--- src/rtl/div_pkg.sv ---
// Shared types and constants for the TinyTapeout sequential restoring divider.
package div_pkg;

    typedef enum logic [1:0] {
        S_IDLE = 2'd0,
        S_RUN  = 2'd1,
        S_DONE = 2'd2
    } state_t;

    localparam int DW   = 8;
    localparam int VW   = 4;
    localparam int CNTW = 3;

    localparam logic [7:0] UIO_OE_VAL = 8'hC0;

endpackage

--- src/rtl/div_step.sv ---
// One restoring-division step: shift the next dividend bit into the partial
// remainder and subtract the divisor when it fits.
module div_step
    import div_pkg::*;
(
    input  logic [VW-1:0] i_rem,
    input  logic          i_bit,
    input  logic [VW-1:0] i_div,
    output logic [VW-1:0] o_rem,
    output logic          o_qbit
);

    logic [VW:0] w_r5;

    assign w_r5   = {i_rem, i_bit};
    assign o_qbit = (w_r5 >= {1'b0, i_div});
    // When the divisor fits, the difference is always below the divisor, so it fits in VW bits.
    assign o_rem  = o_qbit ? VW'(w_r5 - {1'b0, i_div}) : w_r5[VW-1:0];

endmodule

--- src/rtl/tt_um_b_5_seq_divider.sv ---
// 8-bit / 4-bit sequential restoring divider on the TinyTapeout pin frame.
// Define DIVZERO_FAST_EN to finish a divide-by-zero at the load edge (q=FF, r=F).
module tt_um_b_5_seq_divider
    import div_pkg::*;
(
    input  logic       clk,
    input  logic       rst_n,
    input  logic       ena,
    input  logic [7:0] ui_in,
    input  logic [7:0] uio_in,
    output logic [7:0] uo_out,
    output logic [7:0] uio_out,
    output logic [7:0] uio_oe
);

    state_t          r_state;
    state_t          w_next_state;
    logic [DW-1:0]   r_q_work;
    logic [VW-1:0]   r_rem_work;
    logic [VW-1:0]   r_div;
    logic [CNTW-1:0] r_cnt;
    logic [DW-1:0]   r_quot;
    logic [VW-1:0]   r_rem;

    logic            w_start;
    logic            w_rsel;
    logic            w_last;
    logic            w_fast_zero;
    logic            w_qbit;
    logic [VW-1:0]   w_rem_next;
    logic [DW-1:0]   w_q_next;
    logic            w_unused;

    assign w_start  = uio_in[4];
    assign w_rsel   = uio_in[5];
    assign w_last   = (r_cnt == CNTW'(DW - 1));
    assign w_q_next = {r_q_work[DW-2:0], w_qbit};
    assign w_unused = &{1'b0, ena, uio_in[7:6]};

`ifdef DIVZERO_FAST_EN
    assign w_fast_zero = (uio_in[VW-1:0] == '0);
`else
    assign w_fast_zero = 1'b0;
`endif

    div_step u_step (
        .i_rem  (r_rem_work),
        .i_bit  (r_q_work[DW-1]),
        .i_div  (r_div),
        .o_rem  (w_rem_next),
        .o_qbit (w_qbit)
    );

    always_ff @(posedge clk or negedge rst_n) begin
        if (!rst_n) begin
            r_state <= S_IDLE;
        end else begin
            r_state <= w_next_state;
        end
    end

    always_comb begin
        w_next_state = r_state;
        case (r_state)
            S_IDLE, S_DONE: begin
                if (w_start) begin
                    w_next_state = w_fast_zero ? S_DONE : S_RUN;
                end
            end
            S_RUN: begin
                if (w_last) begin
                    w_next_state = S_DONE;
                end
            end
            default: w_next_state = S_IDLE;
        endcase
    end

    // Operands are latched at launch so the pins may change freely while the divide runs.
    always_ff @(posedge clk or negedge rst_n) begin
        if (!rst_n) begin
            r_q_work   <= '0;
            r_rem_work <= '0;
            r_div      <= '0;
            r_cnt      <= '0;
            r_quot     <= '0;
            r_rem      <= '0;
        end else begin
            case (r_state)
                S_IDLE, S_DONE: begin
                    if (w_start) begin
                        r_q_work   <= ui_in;
                        r_div      <= uio_in[VW-1:0];
                        r_rem_work <= '0;
                        r_cnt      <= '0;
                        if (w_fast_zero) begin
                            r_quot <= '1;
                            r_rem  <= '1;
                        end
                    end
                end
                S_RUN: begin
                    r_q_work   <= w_q_next;
                    r_rem_work <= w_rem_next;
                    r_cnt      <= r_cnt + CNTW'(1);
                    if (w_last) begin
                        r_quot <= w_q_next;
                        r_rem  <= w_rem_next;
                    end
                end
                default: begin
                    r_cnt <= '0;
                end
            endcase
        end
    end

    assign uo_out  = w_rsel ? {{(DW - VW){1'b0}}, r_rem} : r_quot;
    assign uio_out = {(r_state == S_RUN), (r_state == S_DONE), 6'b000000};
    assign uio_oe  = UIO_OE_VAL;

endmodule

--- config.mk ---
export PLATFORM = sky130hd
export DESIGN_NAME = tt_um_b_5_seq_divider
export DESIGN_NICKNAME = d
export VERILOG_FILES = /design/src/rtl/div_pkg.sv /design/src/rtl/div_step.sv /design/src/rtl/tt_um_b_5_seq_divider.sv
export SDC_FILE = /design/constraint.sdc
export NUM_CORES = 1
export LEC_CHECK = 0
export CORE_ASPECT_RATIO = 1.25
export CORE_MARGIN = 3
export CORE_UTILIZATION = 30
export DETAILED_ROUTE_END_ITERATION = 10
export PLACE_DENSITY = 0.54
export SLEW_MARGIN = 20
export SYNTH_ARGS = -nofsm -noshare
export SYNTH_HDL_FRONTEND = slang
export SYNTH_SLANG_ARGS = --single-unit
--- constraint.sdc ---
create_clock -name clk -period 2.4 [get_ports clk]
set_input_delay 0.48 -clock clk [delete_from_list [all_inputs] [get_ports clk]]
set_output_delay 0.48 -clock clk [all_outputs]
set_load 0.01 [all_outputs]
==> results of run 1 <==
logic make-up after synthesis:
group                      share of synthesized area, %
buffers and inverters                              9.50
muxes                                              11.1
xor gates and xnor gates                          0.497
and+or+nand+nor                                    13.5
DFF                                                46.8
adders and majority gates                          5.39
other                                             0.426
AOI/OAI and AO/OA                                  12.8
per-stage QoR:
| stage | TNS (ps) | hold WS (ps) | power (mW) |
|---|---|---|---|
| final | 0 | 484 | 2.79 |
| after global routing | 0 | 505 | 3.05 |
| after CTS | 0 | 488 | 2.82 |
| after detailed placement | -24.0 | 472 | 2.42 |
| after global placement | 0 | 468 | 2.39 |
| after floorplan | 0 | 184 | 2.00 |
sequential cells by signal (all words and copies together) (netlist names):
| register | count |
|---|---|
| r_cnt | 3 |
| r_div | 4 |
| r_q_work | 8 |
| r_quot | 8 |
| r_rem | 4 |
| r_rem_work | 4 |
| r_state | 2 |
worst paths after layout:
path	to	slack, ps	cells after the start
setup / recovery	uio_out[7]	250	3
min in group asynchronous	r_quot[4]	590	2
max in group asynchronous	r_rem_work[2]	1500	2
setup reg to reg	r_rem_work[3]	490	5
hold / removal	r_quot[0]	480	2
hold reg to reg	r_quot[0]	480	2
placed cells by master, fill, tap and decap left out, types with 2 or more instances in the layout:
cell	netlist	final
sky130_fd_sc_hd__mux2_2	12	12
sky130_fd_sc_hd__conb_1	2	14
sky130_fd_sc_hd__nand2b_1	3	3
sky130_fd_sc_hd__o21ai_0	19	19
sky130_fd_sc_hd__mux2i_1	6	6
sky130_fd_sc_hd__nand2_1	22	22
sky130_fd_sc_hd__inv_1	6	6
sky130_fd_sc_hd__nor3_1	2	2
sky130_fd_sc_hd__nand3_1	2	2
sky130_fd_sc_hd__ha_1	6	6
sky130_fd_sc_hd__nor2b_1	5	5
sky130_fd_sc_hd__a32o_1	2	2
sky130_fd_sc_hd__dfrtp_1	33	33
sky130_fd_sc_hd__clkinv_2	0	2
sky130_fd_sc_hd__o31ai_1	4	4
sky130_fd_sc_hd__clkbuf_8	0	5
sky130_fd_sc_hd__buf_4	15	6
sky130_fd_sc_hd__clkdlybuf4s50_1	0	24
sky130_fd_sc_hd__nor2_1	6	6
cell type report:
type                    count  area [um2]  share of cell area, %
inverters                   7        26.3                   1.24
clock buffers               6        72.6                   3.42
flip-flops and latches     33         826                   38.9
well taps                  64        80.1                   3.77
clock inverters             2        10.0                  0.471
repair buffers             31         294                   13.8
multi-input cells         122         816                   38.4
worst max-delay path, cell delays in order, from the launching register on:
cell and delay [ps]:
sky130_fd_sc_hd__dfrtp_1 460, sky130_fd_sc_hd__nand2b_1 270, sky130_fd_sc_hd__clkinv_1 150, sky130_fd_sc_hd__clkdlybuf4s50_1 500
what timing repair did:
action                     CTS  global route
gates resized for setup      1             0
hold endpoints to repair     0             0
hold buffers                 0             0
setup endpoints to repair    4             0
routing by layer:
metal | up-vias | routed length [um] | track usage [%]
met2 | 35 | 1630 | 16.5
li1 | 622 | - | -
met1 | 578 | 1620 | 14.2
met3 | 4 | 149 | 2.96
met4 | 0 | 48 | 3.86
met5 | - | 0 | 0
power by group:
part | total [mW] | switching (mW) | internal [mW]
logic | 1.39 | 0.712 | 0.674
clock network | 0.403 | 0.202 | 0.201
registers | 1.00 | 0.172 | 0.829
total | 2.79 | 1.09 | 1.70
==> run summary, run 1 <==
CLOCK NETWORK
------------------------------------------------------------------------------------
# clock sinks                                                                     33
Clk Latency, worst-skew pair                                                  290 ps
Clock transition at the registers of the reported paths                        60 ps
Clock root buffer                                                       sky130_fd_sc_hd__clkbuf_8
Post-CTS Repair Setup Buffers                                                      0
H-tree levels                                                                      2
Clock tree from TritonCTS                                                        yes
Cts bufs inserted                                                                  5
Buffer depth of the longest clock path                                             2

TIMING
------------------------------------------------------------------------------------
Final worst clock skew                                                       9.50 ps
Setup violations, final                                                            0
Pin slew with the least headroom to its limit                                 512 ps
Max-Slew Margin vs Limit                                                       65.3%
RSZ-0062 raised after global routing                                           false
Share of the cycle needed by the critical path after routing                   89.4%
Endpoints failing hold                                                             0
Achievable clock frequency                                                 0.466 GHz
Worst setup slack after layout                                                255 ps
Min Clock Period, post-route                                                 2150 ps
Final max-slew violation count                                                     0

GLOBAL ROUTING
------------------------------------------------------------------------------------
Grt ovf                                                                            0
GRT Total Usage                                                                10.7%
First-pass GRT wire length                                                   5730 um
Pin count of the biggest net entering global routing                              34
Antenna violations before repair                                                   0
Number of global-route vias before repair                                      1,205

PLACE
------------------------------------------------------------------------------------
Cell count after placement                                                       257
DP Area                                                                     2040 um2
Gp weighted congestion                                                         0.727
Setup slack at placement                                                    -8.53 ps
Port Buf Inserts                                                                  25
Half-perimeter wire length of the detailed placement result                  2550 um

CRITICAL PATH
------------------------------------------------------------------------------------
Kind of start point of the critical path                                   flip-flop
Worst Path Required                                                          1920 ps
Path type of the worst setup path                                            reg2out
Kind of capture point of the worst setup path                            output port
Largest fanout on the critical path                                                8
Worst EP arrival                                                             1670 ps
Source of the worst register-to-register timing path                    r_rem_work[0]
Launch point of the worst path                                            r_state[0]

DETAILED ROUTING
------------------------------------------------------------------------------------
Via-to-Cell Ratio                                                               4.68
Count of antenna-violating nets left after detailed routing                        0
WL per Instance                                                              13.0 um
Number of remaining DRC errors                                                     0
First DRT Iteration DRCs                                                          71
Vias                                                                           1,239
Total wire length after detailed routing                                     3460 um
First-pass iteration count of the detailed router                                  4

YOSYS
------------------------------------------------------------------------------------
Synthesized area divided by synthesized cell count                          10.3 um2
Cell types occupying the most area after synthesis                      sky130_fd_sc_hd__dfrtp_1 (47%), sky130_fd_sc_hd__mux2_2 (7.7%), sky130_fd_sc_hd__buf_4 (6.4%)
Most numerous cell types in the synthesized netlist                     sky130_fd_sc_hd__dfrtp_1 (33), sky130_fd_sc_hd__nand2_1 (22), sky130_fd_sc_hd__o21ai_0 (19), sky130_fd_sc_hd__buf_4 (15), sky130_fd_sc_hd__mux2_2 (12)
Number of enable flip-flop cells after synthesis                                   0
Most used flip-flop cell after synthesis                                sky130_fd_sc_hd__dfrtp_1
Synthesis-stage register bit count                                                33
Number of distinct library cells after synthesis                                  38
Post-Syn Instances                                                               171
Share of synthesized area occupied by flip-flops and latches                   46.8%
Area leader, netlist                                                    sky130_fd_sc_hd__dfrtp_1
Share of flip-flops with an asynchronous set or reset after synthesis           100%
Post-Synthesis Cell Area                                                    1760 um2
Share of the synthesized area in the top cell type                             46.8%
YS warnings                                                                        0
Most common cell in the netlist                                         sky130_fd_sc_hd__dfrtp_1

FLOORPLAN
------------------------------------------------------------------------------------
Initial Utilization                                                            31.8%
Overall die area                                                            6840 um2
Die Span X                                                                   74.6 um
I/O Pins                                                                          43
Die Y-Extent                                                                 91.7 um
Placement row count                                                               30
Core Region                                                                 5560 um2

LAYOUT
------------------------------------------------------------------------------------
Final cell count without fillers                                                 265
Final design utilization                                                       38.2%
Number of nets in the final layout                                               226
Total inserted antenna cells                                                       0
Layout area overhead                                                           20.4%
Fill cell instance count of the final layout                                     568
Share of final-layout standard cells stronger than drive strength 1            13.4%
Design area                                                                 2120 um2

POWER AND IR DROP
------------------------------------------------------------------------------------
Leakage power                                                               0.946 nW
Peak VDD IR                                                                 0.366 mV
Power per unit of standard cell area                                     1310 nW/um2

MIN PATH
------------------------------------------------------------------------------------
Worst Hold Launch                                                          r_quot[0]
Hold crit path type                                                          reg2reg

FLOW RUN
------------------------------------------------------------------------------------
Max-cap violation count                                                            0

STATUS
------------------------------------------------------------------------------------
Outcome                                                                 finished, final reports clean

(Power assumes the default switching activity.)
==> inputs of run 2 (changes only) <==
- HOLD_SLACK_MARGIN: default -> 0.05
==> results of run 2 <==
Final layout, timing and power as in run 1 (identical DEF).
==> inputs of run 3 (changes only) <==
- SETUP_SLACK_MARGIN: default -> 0.5
==> run summary, run 3 (synthesis results as in run 1) <==
STATUS
-------------------------------------------------------------------------------------
Outcome                                                                  finished, final reports clean

LAYOUT
-------------------------------------------------------------------------------------
Most frequent standard cell in the layout excluding fill and tap cells   sky130_fd_sc_hd__dfrtp_1
Share of final-layout standard cells stronger than drive strength 1             19.5%   +6.1 points
Largest registers                                                        r_q_work (8), r_quot (8)
Number of nets in the final layout                                                235   +4.0%
Layout area overhead                                                            25.3%
Final design utilization                                                        39.8%   +1.6 points
Commonest non-fill, non-tap cells in the layout                          sky130_fd_sc_hd__dfrtp_1 (32), sky130_fd_sc_hd__nand2_1 (22), sky130_fd_sc_hd__o21ai_0 (19), sky130_fd_sc_hd__buf_4 (15)
Total inserted antenna cells                                                        0   unchanged

POWER AND IR DROP
-------------------------------------------------------------------------------------
Peak VDD IR                                                                  0.369 mV   +0.72%
Leakage power                                                                 1.02 nW   +8.3%
Power per unit of standard cell area                                      1330 nW/um2   +1.4%

GLOBAL ROUTING
-------------------------------------------------------------------------------------
Number of global-route vias before repair                                       1,228   +1.9%
Grt ovf                                                                             0   unchanged
GRT Total Usage                                                                 11.1%   +0.33 points
Pin count of the biggest net entering global routing                               34   unchanged
Antenna violations before repair                                                    0   unchanged
First-pass GRT wire length                                                    5910 um   +3.0%

TIMING
-------------------------------------------------------------------------------------
RSZ-0062 raised after global routing                                             true
Min Clock Period, post-route                                                  1880 ps   -266 ps
Endpoints failing hold                                                              0   unchanged
Setup violations, final                                                             0   unchanged
Achievable clock frequency                                                  0.532 GHz   +14%
Share of the cycle needed by the critical path after routing                    78.3%   -11 points
Final worst clock skew                                                        8.91 ps   -0.593 ps
Final max-slew violation count                                                      0   unchanged
Worst setup slack after layout                                                 521 ps   +266 ps

FLOORPLAN
-------------------------------------------------------------------------------------
Overall die area                                                             6840 um2   unchanged
Core Region                                                                  5560 um2   unchanged
Placement row count                                                                30   unchanged
I/O Pins                                                                           43   unchanged
Initial Utilization                                                             31.8%   unchanged
Die Y-Extent                                                                  91.7 um   unchanged
Die Span X                                                                    74.6 um   unchanged

CLOCK NETWORK
-------------------------------------------------------------------------------------
# clock sinks                                                                      33   unchanged
H-tree levels                                                                       2   unchanged
Clock root buffer                                                        sky130_fd_sc_hd__clkbuf_8
Clock transition at the registers of the reported paths                         60 ps   about the same
Clock tree from TritonCTS                                                         yes
Cts bufs inserted                                                                   5   unchanged
Clk Latency, worst-skew pair                                                   280 ps   about the same
Buffer depth of the longest clock path                                              2   unchanged

PLACE
-------------------------------------------------------------------------------------
Half-perimeter wire length of the detailed placement result                   2550 um   unchanged
Gp weighted congestion                                                          0.727   unchanged
Port Buf Inserts                                                                   25   unchanged
Setup slack at placement                                                     -8.53 ps   unchanged

DETAILED ROUTING
-------------------------------------------------------------------------------------
WL per Instance                                                               13.0 um   -0.43%
First-pass iteration count of the detailed router                                   4   unchanged
Vias                                                                            1,282   +3.5%
Total wire length after detailed routing                                      3560 um   +3.0%
Count of antenna-violating nets left after detailed routing                         0   unchanged
Via-to-Cell Ratio                                                                4.68   about the same
First DRT Iteration DRCs                                                           77   +8.5%
Number of remaining DRC errors                                                      0   unchanged

FLOW RUN
-------------------------------------------------------------------------------------
Max-cap violation count                                                             0   unchanged

CRITICAL PATH
-------------------------------------------------------------------------------------
Largest fanout on the critical path                                                 7   -1
Worst EP arrival                                                              2040 ps   +370 ps
Kind of start point of the critical path                                    flip-flop
Path type of the worst setup path                                             reg2reg
Kind of capture point of the worst setup path                               flip-flop
Worst Path Required                                                           2560 ps   +640 ps

MIN PATH
-------------------------------------------------------------------------------------
Hold crit path type                                                           reg2reg

-- run 3: changes by cell type in the layout (fill, tap and decap cells not counted) --
cell,delta
sky130_fd_sc_hd__clkdlybuf4s50_1,-10
sky130_fd_sc_hd__buf_4,+9
sky130_fd_sc_hd__dlygate4sd2_1,+9
sky130_fd_sc_hd__clkdlybuf4s15_2,+1
sky130_fd_sc_hd__dfrtp_1,-1
sky130_fd_sc_hd__dfrtp_2,+1
sky130_fd_sc_hd__ha_1,-1
sky130_fd_sc_hd__ha_4,+1
sky130_fd_sc_hd__nand2b_1,-1
sky130_fd_sc_hd__nand2b_4,+1
sky130_fd_sc_hd__o311ai_0,-1
sky130_fd_sc_hd__o311ai_2,+1
-- run 3: layout make-up --
type                    instances  area, um2
fillers                       563       3340
multi-input cells             122        843
flip-flops and latches         33        827
repair buffers                 40        352
well taps                      64       80.1
clock buffers                   6       72.6
inverters                       7       26.3
clock inverters                 2       10.0
-- run 3: what timing repair did --
item | 4_1_cts | 5_1_grt
setup endpoints to repair | 16 | 3
hold buffers | 0 | 0
pin swaps | 0 | 3
gates resized for setup | 18 | 1
setup buffers | 5 | 4
-- run 3: layer usage --
metal	GRT usage, %	wire length [um]
met1	14.5	1670
met2	17.4	1730
met3	2.96	123
met4	3.56	29
met5	0	0
-- run 3: critical path, cell delays in order, from the launching register on --
cell and delay [ps]:
sky130_fd_sc_hd__dfrtp_1 340, sky130_fd_sc_hd__inv_1 60, sky130_fd_sc_hd__ha_1 300, sky130_fd_sc_hd__nor2b_4 140, sky130_fd_sc_hd__o311a_4 380, sky130_fd_sc_hd__or3_1 310, sky130_fd_sc_hd__a32o_1 220
-- run 3: power by group --
| part | switching, mW | internal, mW |
|---|---|---|
| Combinational | 0.771 | 0.778 |
| Clock | 0.199 | 0.201 |
| Sequential | 0.166 | 0.830 |
-- run 3: worst paths after layout --
path,start,end,slack [ps],cells past startpoint
max reg2reg,r_div[1],r_rem_work[2],520,6
min in group asynchronous,rst_n,r_quot[4],590,2
min,r_quot[0],r_quot[0],480,2
min reg2reg,r_quot[0],r_quot[0],480,2
max,r_div[1],r_rem_work[2],520,6
max in group asynchronous,rst_n,r_state[0],1480,2
-- run 3: stage by stage --
step	hold WS [ps]	power, mW	area (um2)	TNS, ps	cells
final	484	2.94	2210	0	274
after global routing	505	3.22	2210	0	274
after CTS	488	2.88	2180	0	270
after detailed placement	472	2.42	2040	-24.0	257
after global placement	468	2.39	2040	0	257
after floorplan	184	2.00	1810	0	183
